`src/rtl/icache.sv`:
```
// -----------------------------------------------------------------------------
// icache: direct-mapped, one-word-per-line instruction cache.
//
// A request made with icache_en_i is answered by a single icache_rvalid_o pulse.
// A hit answers in the cycle after the request. A miss issues one word read to
// the backing memory, fills the line and then answers. A newer request replaces
// the one in flight. A replaced miss still fills its line but gives no response.
//
// Ports:
//   clk, rst          clock, synchronous active-high reset
//   icache_en_i       request strobe (sampled every posedge)
//   icache_addr_i     request byte address (bits [1:0] ignored)
//   icache_rdata_o    instruction word, 0 unless icache_rvalid_o
//   icache_rvalid_o   one-cycle response pulse
//   inv_i             invalidate all lines
//   mem_req_o         memory read request, held until mem_rvalid_i
//   mem_addr_o        word-aligned memory read address, 0 when idle
//   mem_rdata_i       memory read data
//   mem_rvalid_i      memory read data valid
// -----------------------------------------------------------------------------
module icache #(
    parameter int IDX_BITS = 6
) (
    input  logic        clk,
    input  logic        rst,
    input  logic        icache_en_i,
    input  logic [31:0] icache_addr_i,
    output logic [31:0] icache_rdata_o,
    output logic        icache_rvalid_o,
    input  logic        inv_i,
    output logic        mem_req_o,
    output logic [31:0] mem_addr_o,
    input  logic [31:0] mem_rdata_i,
    input  logic        mem_rvalid_i
);

    localparam int LINES = 1 << IDX_BITS;
    localparam int TAG_W = 30 - IDX_BITS;

    typedef enum logic [2:0] {
        S_IDLE   = 3'd0,
        S_LOOKUP = 3'd1,
        S_MISS   = 3'd2,
        S_RESP   = 3'd3,
        S_REPLAY = 3'd4
    } state_t;

    state_t               state_r;
    logic [31:2]          req_addr_r;
    logic [31:2]          pend_addr_r;
    logic                 drop_r;
    logic [31:0]          fill_r;
    logic                 mem_req_r;
    logic [31:0]          mem_addr_r;
    logic [LINES-1:0]     valid_r;

    logic [31:0]          data_mem [LINES];
    logic [TAG_W-1:0]     tag_mem  [LINES];
    logic [31:0]          rd_data_r;
    logic [TAG_W-1:0]     rd_tag_r;

    logic [IDX_BITS-1:0]  req_idx_s;
    logic [TAG_W-1:0]     req_tag_s;
    logic                 hit_s;
    logic                 rd_en_s;
    logic [IDX_BITS-1:0]  rd_idx_s;
    logic                 wr_en_s;
    logic                 unused_s;

    // Byte-offset bits carry no information for a word-wide cache.
    assign unused_s  = ^icache_addr_i[1:0];

    assign req_idx_s = req_addr_r[IDX_BITS+1:2];
    assign req_tag_s = req_addr_r[31:IDX_BITS+2];

    // Valid bits are read as they stand this cycle, so an inv_i in the same
    // cycle does not affect the compare.
    assign hit_s     = valid_r[req_idx_s] && (rd_tag_r == req_tag_s);

    // A fill happens only in MISS. A fill is never written in the cycle
    // that reset is applied.
    assign wr_en_s   = (state_r == S_MISS) && mem_rvalid_i && !rst;

    // Select the array read port: a new request reads at its own index.
    // REPLAY reads at the stored request unless a newer one arrives.
    always_comb begin
        rd_en_s  = 1'b0;
        rd_idx_s = req_idx_s;
        case (state_r)
            S_IDLE, S_LOOKUP, S_RESP: begin
                rd_en_s  = icache_en_i;
                rd_idx_s = icache_addr_i[IDX_BITS+1:2];
            end
            S_REPLAY: begin
                rd_en_s = 1'b1;
                if (icache_en_i) begin
                    rd_idx_s = icache_addr_i[IDX_BITS+1:2];
                end else begin
                    rd_idx_s = req_idx_s;
                end
            end
            default: begin
                rd_en_s  = 1'b0;
                rd_idx_s = req_idx_s;
            end
        endcase
    end

    // Data/tag storage: synchronous-read RAMs without reset.
    always_ff @(posedge clk) begin
        if (wr_en_s) begin
            data_mem[req_idx_s] <= mem_rdata_i;
            tag_mem[req_idx_s]  <= req_tag_s;
        end
        if (rd_en_s) begin
            rd_data_r <= data_mem[rd_idx_s];
            rd_tag_r  <= tag_mem[rd_idx_s];
        end
    end

    // Control FSM with request/pending registers, valid bits and memory port.
    always_ff @(posedge clk) begin
        if (rst) begin
            state_r     <= S_IDLE;
            req_addr_r  <= 30'd0;
            pend_addr_r <= 30'd0;
            drop_r      <= 1'b0;
            fill_r      <= 32'd0;
            mem_req_r   <= 1'b0;
            mem_addr_r  <= 32'd0;
            valid_r     <= '0;
        end else begin
            case (state_r)
                S_IDLE: begin
                    if (icache_en_i) begin
                        req_addr_r <= icache_addr_i[31:2];
                        state_r    <= S_LOOKUP;
                    end
                end
                S_LOOKUP: begin
                    if (icache_en_i) begin
                        // The new request replaces the old one. A miss on the
                        // old request is not fetched.
                        req_addr_r <= icache_addr_i[31:2];
                        state_r    <= S_LOOKUP;
                    end else if (hit_s) begin
                        state_r <= S_IDLE;
                    end else begin
                        mem_req_r  <= 1'b1;
                        mem_addr_r <= {req_addr_r, 2'b00};
                        drop_r     <= 1'b0;
                        state_r    <= S_MISS;
                    end
                end
                S_MISS: begin
                    if (icache_en_i) begin
                        pend_addr_r <= icache_addr_i[31:2];
                        drop_r      <= 1'b1;
                    end
                    if (mem_rvalid_i) begin
                        valid_r[req_idx_s] <= 1'b1;
                        fill_r             <= mem_rdata_i;
                        mem_req_r          <= 1'b0;
                        mem_addr_r         <= 32'd0;
                        drop_r             <= 1'b0;
                        if (drop_r || icache_en_i) begin
                            req_addr_r <= icache_en_i ? icache_addr_i[31:2] : pend_addr_r;
                            state_r    <= S_REPLAY;
                        end else begin
                            state_r <= S_RESP;
                        end
                    end
                end
                S_RESP: begin
                    if (icache_en_i) begin
                        req_addr_r <= icache_addr_i[31:2];
                        state_r    <= S_LOOKUP;
                    end else begin
                        state_r <= S_IDLE;
                    end
                end
                S_REPLAY: begin
                    if (icache_en_i) begin
                        req_addr_r <= icache_addr_i[31:2];
                    end
                    state_r <= S_LOOKUP;
                end
                default: begin
                    state_r <= S_IDLE;
                end
            endcase
            // Invalidate wins over a fill that completes in the same cycle.
            if (inv_i) begin
                valid_r <= '0;
            end
        end
    end

    // Response decode. It uses only registered state and the registered RAM output.
    always_comb begin
        icache_rvalid_o = 1'b0;
        icache_rdata_o  = 32'd0;
        case (state_r)
            S_LOOKUP: begin
                if (hit_s) begin
                    icache_rvalid_o = 1'b1;
                    icache_rdata_o  = rd_data_r;
                end else begin
                    icache_rvalid_o = 1'b0;
                    icache_rdata_o  = 32'd0;
                end
            end
            S_RESP: begin
                icache_rvalid_o = 1'b1;
                icache_rdata_o  = fill_r;
            end
            default: begin
                icache_rvalid_o = 1'b0;
                icache_rdata_o  = 32'd0;
            end
        endcase
    end

    assign mem_req_o  = mem_req_r;
    assign mem_addr_o = mem_addr_r;

endmodule
```
`config.mk`:
```
export PLATFORM = sky130hd
export DESIGN_NAME = icache
export DESIGN_NICKNAME = d
export VERILOG_FILES = /design/src/rtl/icache.sv
export SDC_FILE = /design/constraint.sdc
export NUM_CORES = 2
export LEC_CHECK = 0
export CORE_MARGIN = 3
export CORE_UTILIZATION = 62
export DETAILED_ROUTE_END_ITERATION = 10
export PLACE_DENSITY = 0.85
export RECOVER_POWER = 25
export SLEW_MARGIN = 20
export SYNTH_ARGS = -nofsm -noshare
export SYNTH_HDL_FRONTEND = slang
export SYNTH_SLANG_ARGS = --single-unit
```
`constraint.sdc`:
```
create_clock -name clk -period 7.1 [get_ports clk]
set_clock_uncertainty 0.15 [all_clocks]
set_input_delay 1.42 -clock clk [delete_from_list [all_inputs] [get_ports clk]]
set_output_delay 1.42 -clock clk [all_outputs]
set_load 0.02 [all_outputs]
```
# Word level (Yosys, flattened, before mapping)
# Memory sizes are Yosys's and may differ from the RTL's. A register that Yosys moved wholly into a read port is not among the register bits.
# Index checks and enable logic that the tools add are counted.
# W data, S select, Z words.
# word_totals
regBits	193
mem_bits_rw	3584
in_bits	69
output_inout_bits	66
elab_cells	80
n_memories	2
# mem_list
memory	words	word_bits	read_ports	rd_clocked_by_memory_dff	write_ports	line_no	text
data_mem	64	32	1	1	1	57	logic [31:0] data_mem [LINES];
tag_mem	64	24	1	1	1	58	logic [TAG_W-1:0] tag_mem [LINES];
# classes
magnitude_cmp	2
n_eq_ne	12
muxes	38
bitwise_logic	1
n_reduce_logical	17
# op_table
cell	n
$mux W32	4
$pmux W32 S2	2
$mux W30	4
$or A64 B64 Y64	1
$pmux W30 S2	1
$eq A24 B24 Y1	1
$pmux W3 S5	1
$mux W1	13
$pmux W6 S2	1
$reduce_and A4 Y1	3
$mux W3	3
$ne A2 B2 Y1 const B	4
$pmux W1 S2	4
$lt A6 B7 Y1 const B	1
$bmux W1 S6	1
$demux W1 S6	1
$eq A3 B2 Y1 const B	2
$ge A6 B1 Y1 const B	1
$mux W6	1
$logic_and A1 B1 Y1	4
$mux W2	2
$ne A2 B1 Y1 const B	2
$reduce_and A2 Y1	2
$reduce_bool A2 Y1	2
other kinds (9)	9

# Depth between registers and ports, before layout
# logic_depth
depth_word	6
ltp_mapped	13
depth_no_buf	7

# Least setup slack after synthesis
# OpenSTA, ideal clock, no wires.
# synth_timing
kind	in2reg
from	input mem_rvalid_i
to	memory data_mem[48][0], enable pin
setup_time_ps	470
arrival_ps	4910
slack_ps	1570
stages	7
path_buffers	2
cell_sequence	nand2_1 or3_1 clkbuf_1 clkbuf_1 nor2_1 nand3_1 nor2_1
# synth_via
elab_chain_cells	4
# synth_rtl
item	line_no	text
from (decl)	34	input logic mem_rvalid_i
$logic_and A1 B1 Y1 (2 in series)	82	assign wr_en_s = (state_r == S_MISS) && mem_rvalid_i && !rst;
$mux W1	111	if (wr_en_s) begin
$mux W1 (implied by the code)	112	data_mem[req_idx_s] <= mem_rdata_i;
to (decl)	57	
# No other way between the ends.

# Worst setup path after layout
# layout_timing
from	register req_addr_r[4] (netlist name)
to	output icache_rdata_o[10]
# layout_via
elab_chain_cells	5
# layout_rtl
item	line_no	text
from (decl)	49	logic [31:2] req_addr_r;
from (signal assigned)	136	req_addr_r <= icache_addr_i[31:2];
from (signal assigned)	144	req_addr_r <= icache_addr_i[31:2];
from (signal assigned)	167	req_addr_r <= icache_en_i ? icache_addr_i[31:2] : pend_addr_r;
$bmux W1 S6	78	assign hit_s = valid_r[req_idx_s] && (rd_tag_r == req_tag_s);
$mux W1 (implied by the code)	78	
$logic_and A1 B1 Y1	78	
$mux W32	205	if (hit_s) begin
$pmux W32 S2	203	case (state_r)
to (decl)	28	output logic [31:0] icache_rdata_o,
# No other way between the ends. The select of a mux whose other input is x is not followed.

==> report_table.html <==
<table>
<tr><th>Metric</th><th>Value</th></tr>
<tr><th colspan="2">Clock network</th></tr>
<tr><td>Number of buffers created by CTS</td><td>~360</td></tr>
<tr><td>Number of clock sinks seen by CTS</td><td>3831</td></tr>
<tr><td>Clock slew at the register clock pins of the worst setup and hold paths</td><td>0.06 ns</td></tr>
<tr><td>Max Buffers Root-to-Sink</td><td>4</td></tr>
<tr><td>H-tree Lvls</td><td>5</td></tr>
<tr><td>Clock latency reported for the late side of the worst-skew pair</td><td>just over 1 ns</td></tr>
<tr><td>Root buffer cell</td><td>clkbuf_16</td></tr>
<tr><td>Total setup buffers inserted after CTS</td><td>0</td></tr>
<tr><td>CTS tree</td><td>done</td></tr>
<tr><th colspan="2">Logic synthesis</th></tr>
<tr><td>Synthesized instance count</td><td>about 7000</td></tr>
<tr><td>Sequential area share after synthesis</td><td>between 70% and 80%</td></tr>
<tr><td>Count of warnings emitted by yosys</td><td>0</td></tr>
<tr><td>Count of state elements after synthesis</td><td>~3800</td></tr>
<tr><td>Count of cell types in the netlist</td><td>just over 60</td></tr>
<tr><td>Post-Syn Area</td><td>roughly 150000 um2</td></tr>
<tr><td>Most used flip-flop cell after synthesis</td><td>edfxtp_1</td></tr>
<tr><td>Count of flip-flops with a built-in enable after synthesis</td><td>3640</td></tr>
<tr><td>Async SR Flop Fraction</td><td>0%</td></tr>
<tr><td>Synth Area per Inst</td><td>between 20 and 25 um2</td></tr>
<tr><th colspan="2">Die</th></tr>
<tr><td>Floorplan row count</td><td>~180</td></tr>
<tr><td>Die span in y</td><td>a little under 500 um</td></tr>
<tr><td>Core outline area</td><td>about 230000 um2</td></tr>
<tr><td>Die Area</td><td>~240000 um2</td></tr>
<tr><td>Width of the die</td><td>around 500 um</td></tr>
<tr><td>Total I/O pin count</td><td>roughly 140</td></tr>
<tr><td>Effective utilization at floorplan</td><td>a little over three fifths</td></tr>
<tr><th colspan="2">Setup path</th></tr>
<tr><td>CP startpoint kind</td><td>flop</td></tr>
<tr><td>Crit Path Class</td><td>reg2out</td></tr>
<tr><td>Worst setup path startpoint</td><td>req_addr_r[4]</td></tr>
<tr><td>Critical path endpoint category</td><td>output port</td></tr>
<tr><td>Data required, critical path</td><td>around 5.5 ns</td></tr>
<tr><td>Peak per-stage delay on the critical path</td><td>roughly 0.81 ns</td></tr>
<tr><td>Origin of the critical flop-to-flop path</td><td>state_r[0]</td></tr>
<tr><td>Top fanout value on the critical path</td><td>33</td></tr>
<tr><td>Arrival time worst endpoint</td><td>about 5.3 ns</td></tr>
<tr><td>Cell-by-cell trace of the critical path</td><td>buf_4 -&gt; mux4_2 -&gt; mux2i_1 -&gt; o22ai_1 -&gt; nor4bb_2 -&gt; nor3_1 -&gt; and2_2 -&gt; buf_6 -&gt; a22o_1 -&gt; clkdlybuf4s50_1</td></tr>
<tr><td>Critical-path top delay cell</td><td>dfxtp_1</td></tr>
<tr><th colspan="2">Layout</th></tr>
<tr><td>Layout filler cell count</td><td>between 10000 and 15000</td></tr>
<tr><td>Leading cell types in the layout, fill and taps excluded</td><td>edfxtp_1, mux4_2, clkbuf_16</td></tr>
<tr><td>Share of post-route cells with drive strength above 1</td><td>a little over a fifth</td></tr>
<tr><td>Area added between synthesis and finish</td><td>12.6%</td></tr>
<tr><td>Commonest non-fill, non-tap cell in the layout</td><td>edfxtp_1</td></tr>
<tr><td>Final net count</td><td>about 7400</td></tr>
<tr><th colspan="2">STA</th></tr>
<tr><td>Setup violations, final</td><td>0</td></tr>
<tr><td>Transition at the pin with the smallest max-transition slack</td><td>3.30 ns</td></tr>
<tr><td>RSZ-0062 raised after global routing</td><td>false</td></tr>
<tr><td>Total negative slack</td><td>0 ns</td></tr>
<tr><td>Final Max Tran Viols</td><td>between 2000 and 3000</td></tr>
<tr><td>Remaining max-slew budget at the tightest pin</td><td>-120%</td></tr>
<tr><td>Tcrit/Tclk final</td><td>between 90 and 100%</td></tr>
<tr><td>Highest clock frequency the design can meet</td><td>between 100 and 150 MHz</td></tr>
<tr><td>Hold violation count in the final report</td><td>0</td></tr>
<tr><td>Minimum clock period after layout</td><td>approximately 7 ns</td></tr>
<tr><th colspan="2">Worst hold path</th></tr>
<tr><td>Min-Delay Path Class</td><td>reg2reg</td></tr>
<tr><td>Startpoint of the lowest-slack hold path</td><td>pend_addr_r[31]</td></tr>
<tr><th colspan="2">Detailed routing</th></tr>
<tr><td>Detailed-route via count</td><td>between 80000 and 90000</td></tr>
<tr><td>Met3 routed WL</td><td>86.5 mm</td></tr>
<tr><td>Post-Route WL</td><td>481 mm</td></tr>
<tr><td>Met1 routed wirelength after detailed routing</td><td>roughly 140 mm</td></tr>
<tr><td>Remaining number of nets flagged by the antenna check after routing</td><td>0</td></tr>
<tr><td>DR iter-0 viols</td><td>19200</td></tr>
<tr><td>Detailed Routing Iterations Pass 1</td><td>10</td></tr>
<tr><td>Detailed-route DRC error count</td><td>0</td></tr>
<tr><td>Via-to-Cell Ratio</td><td>about 8</td></tr>
<tr><td>Met2 wire length</td><td>212 mm</td></tr>
<tr><td>Average routed wire per standard cell</td><td>44.7 um</td></tr>
<tr><td>Max layer used</td><td>met5</td></tr>
<tr><th colspan="2">GRT</th></tr>
<tr><td>Largest net degree at the start of global routing</td><td>78</td></tr>
<tr><td>Global-route wire length before repair</td><td>around 660 mm</td></tr>
<tr><td>Antenna violations before repair</td><td>21</td></tr>
<tr><td>Leftover overflow at the end of global routing</td><td>0</td></tr>
<tr><td>Vias in the first global route</td><td>between 80000 and 90000</td></tr>
<tr><td>Global Route Usage Sum</td><td>40.2%</td></tr>
<tr><th colspan="2">Flow run</th></tr>
<tr><td>Max-capacitance violation count</td><td>43</td></tr>
<tr><th colspan="2">Power and ir drop</th></tr>
<tr><td>Worst vdd ir</td><td>~0.00027 V</td></tr>
<tr><td>PD cells</td><td>approximately 290 nW/um2</td></tr>
<tr><td>PnR Total Power</td><td>between 0.04 and 0.05 W</td></tr>
<tr><td>Static leakage power</td><td>between 50 and 60 nW</td></tr>
<tr><th colspan="2">Placed design</th></tr>
<tr><td>GPL Wtd Cong</td><td>0.860</td></tr>
<tr><td>Number of buffers inserted by port buffering</td><td>130</td></tr>
<tr><td>Post-DP HPWL</td><td>roughly 220 mm</td></tr>
<tr><th colspan="2">Status</th></tr>
<tr><td>Failing checks</td><td>max-capacitance violations, max-slew violations</td></tr>
<tr><td>Outcome</td><td>complete, but fails checks</td></tr>
</table>
[registers in the layout, summed over array words and instances (netlist names)]
register / cells
data_mem: 2048
drop_r: 1
fill_r: 32
mem_addr_o: 30
mem_req_o: 1
pend_addr_r: 30
rd_data_r: 32
rd_tag_r: 24
req_addr_r: 30
state_r: 3
tag_mem: 1536
valid_r: 64
[worst paths after layout]
check	endpoint	slack [ns]	cells after the start
setup / recovery	icache_rdata_o[10]	0.20	10
hold / removal	pend_addr_r[31]	0.31	2
setup reg to reg	rd_tag_r[15]	1.65	10
hold reg to reg	pend_addr_r[31]	0.31	2
[metal layers]
metal | up-vias | GRT usage [%]
met3 | 3278 | 16.8
li1 | 30100 | -
met2 | 11100 | 58.8
met5 | - | 0
met1 | 42100 | 48.4
met4 | 14 | 29.7
[where the power goes]
part           switching, W  leakage, nW  internal (W)
logic               0.00167         11.1      0.000795
clock network       0.00869         5.61        0.0108
registers         0.0000842         34.8        0.0250
[Yosys cell counts (15+ instances only)]
master / count / area share (%)
edfxtp_1: 3640 / 75
mux4_2: 750 / 12
a22oi_1: 297 / 1.5
nand2_1: 260 / 0.67
clkbuf_1: 258 / 0.67
mux2i_1: 215 / 1.5
nor2_1: 207 / 0.54
dfxtp_1: 191 / 2.6
a211oi_1: 141 / 0.73
a21oi_1: 137 / 0.47
buf_2: 127 / 0.44
and3_1: 116 / 0.50
a22o_1: 88 / 0.53
nand4_1: 62 / 0.27
a31oi_1: 57 / 0.25
o21ai_0: 57 / 0.20
a32oi_1: 55 / 0.33
a221oi_1: 43 / 0.26
and4_1: 43 / 0.26
o21ai_1: 43 / 0.15
buf_1: 40 / 0.10
and2_1: 33 / 0.14
nor3_1: 24 / 0.083
buf_4: 19 / 0.098
xnor2_1: 16 / 0.097
nand4b_1: 15 / 0.091
[what timing repair did]
| item | CTS | global route |
|---|---|---|
| hold buffers | 0 | 0 |
| gates resized for setup | 1 | 3 |
| hold endpoints to repair | 0 | 0 |
| pin swaps | 0 | 0 |
| endpoints found under the setup margin | 4 | 10 |
[per-stage QoR]
stage          util (%)  instances  worst slack [ns]  hold WS [ns]  area, um2
2_1_floorplan         -       7035              1.57         0.281     145000
3_3_place_gp       65.7      10100             0.928         0.293     152000
3_5_place_dp       65.7      10100             0.848         0.298     152000
4_1_cts            70.6      10700            0.0815         0.309     163000
5_1_grt            70.6      10800            0.0915         0.330     163000
6_report           70.6      10800             0.198         0.308     163000
[layout make-up]
class / count / area, um2 / area share (%)
Multi-Input combinational cell: 2748 / 30700 / 18.8
Timing Repair Buffer: 404 / 4170 / 2.55
Antenna cell: 21 / 52.6 / 0.0322
Sequential cell: 3831 / 113000 / 69.2
Clock inverter: 185 / 1670 / 1.02
Inverter: 7 / 26.3 / 0.0161
Clock buffer: 462 / 9780 / 5.98
Tap cell: 3115 / 3900 / 2.38
[logic make-up (layout without fill, tap and decap cells)]
group | count (synthesis) | in the layout | share of synthesized area, %
other | 1 | 23 | 0.00258
muxes | 969 | 969 | 13.2
and+or+nand+nor | 815 | 815 | 2.80
DFF | 3831 | 3831 | 78.0
xor gates and xnor gates | 24 | 24 | 0.145
AOI/OAI and AO/OA | 938 | 938 | 4.57
buffers and inverters | 456 | 1058 | 1.36
[worst max-delay path, delay by kind of cell, from the launching register on]
kind                   cells  cell delay (ns)
AOI/OAI and AO/OA          2             0.86
and+or+nand+nor            3             0.63
DFF                        1             0.81
buffers and inverters      3             1.67
muxes                      2             0.30
(Power assumes the default switching activity.)
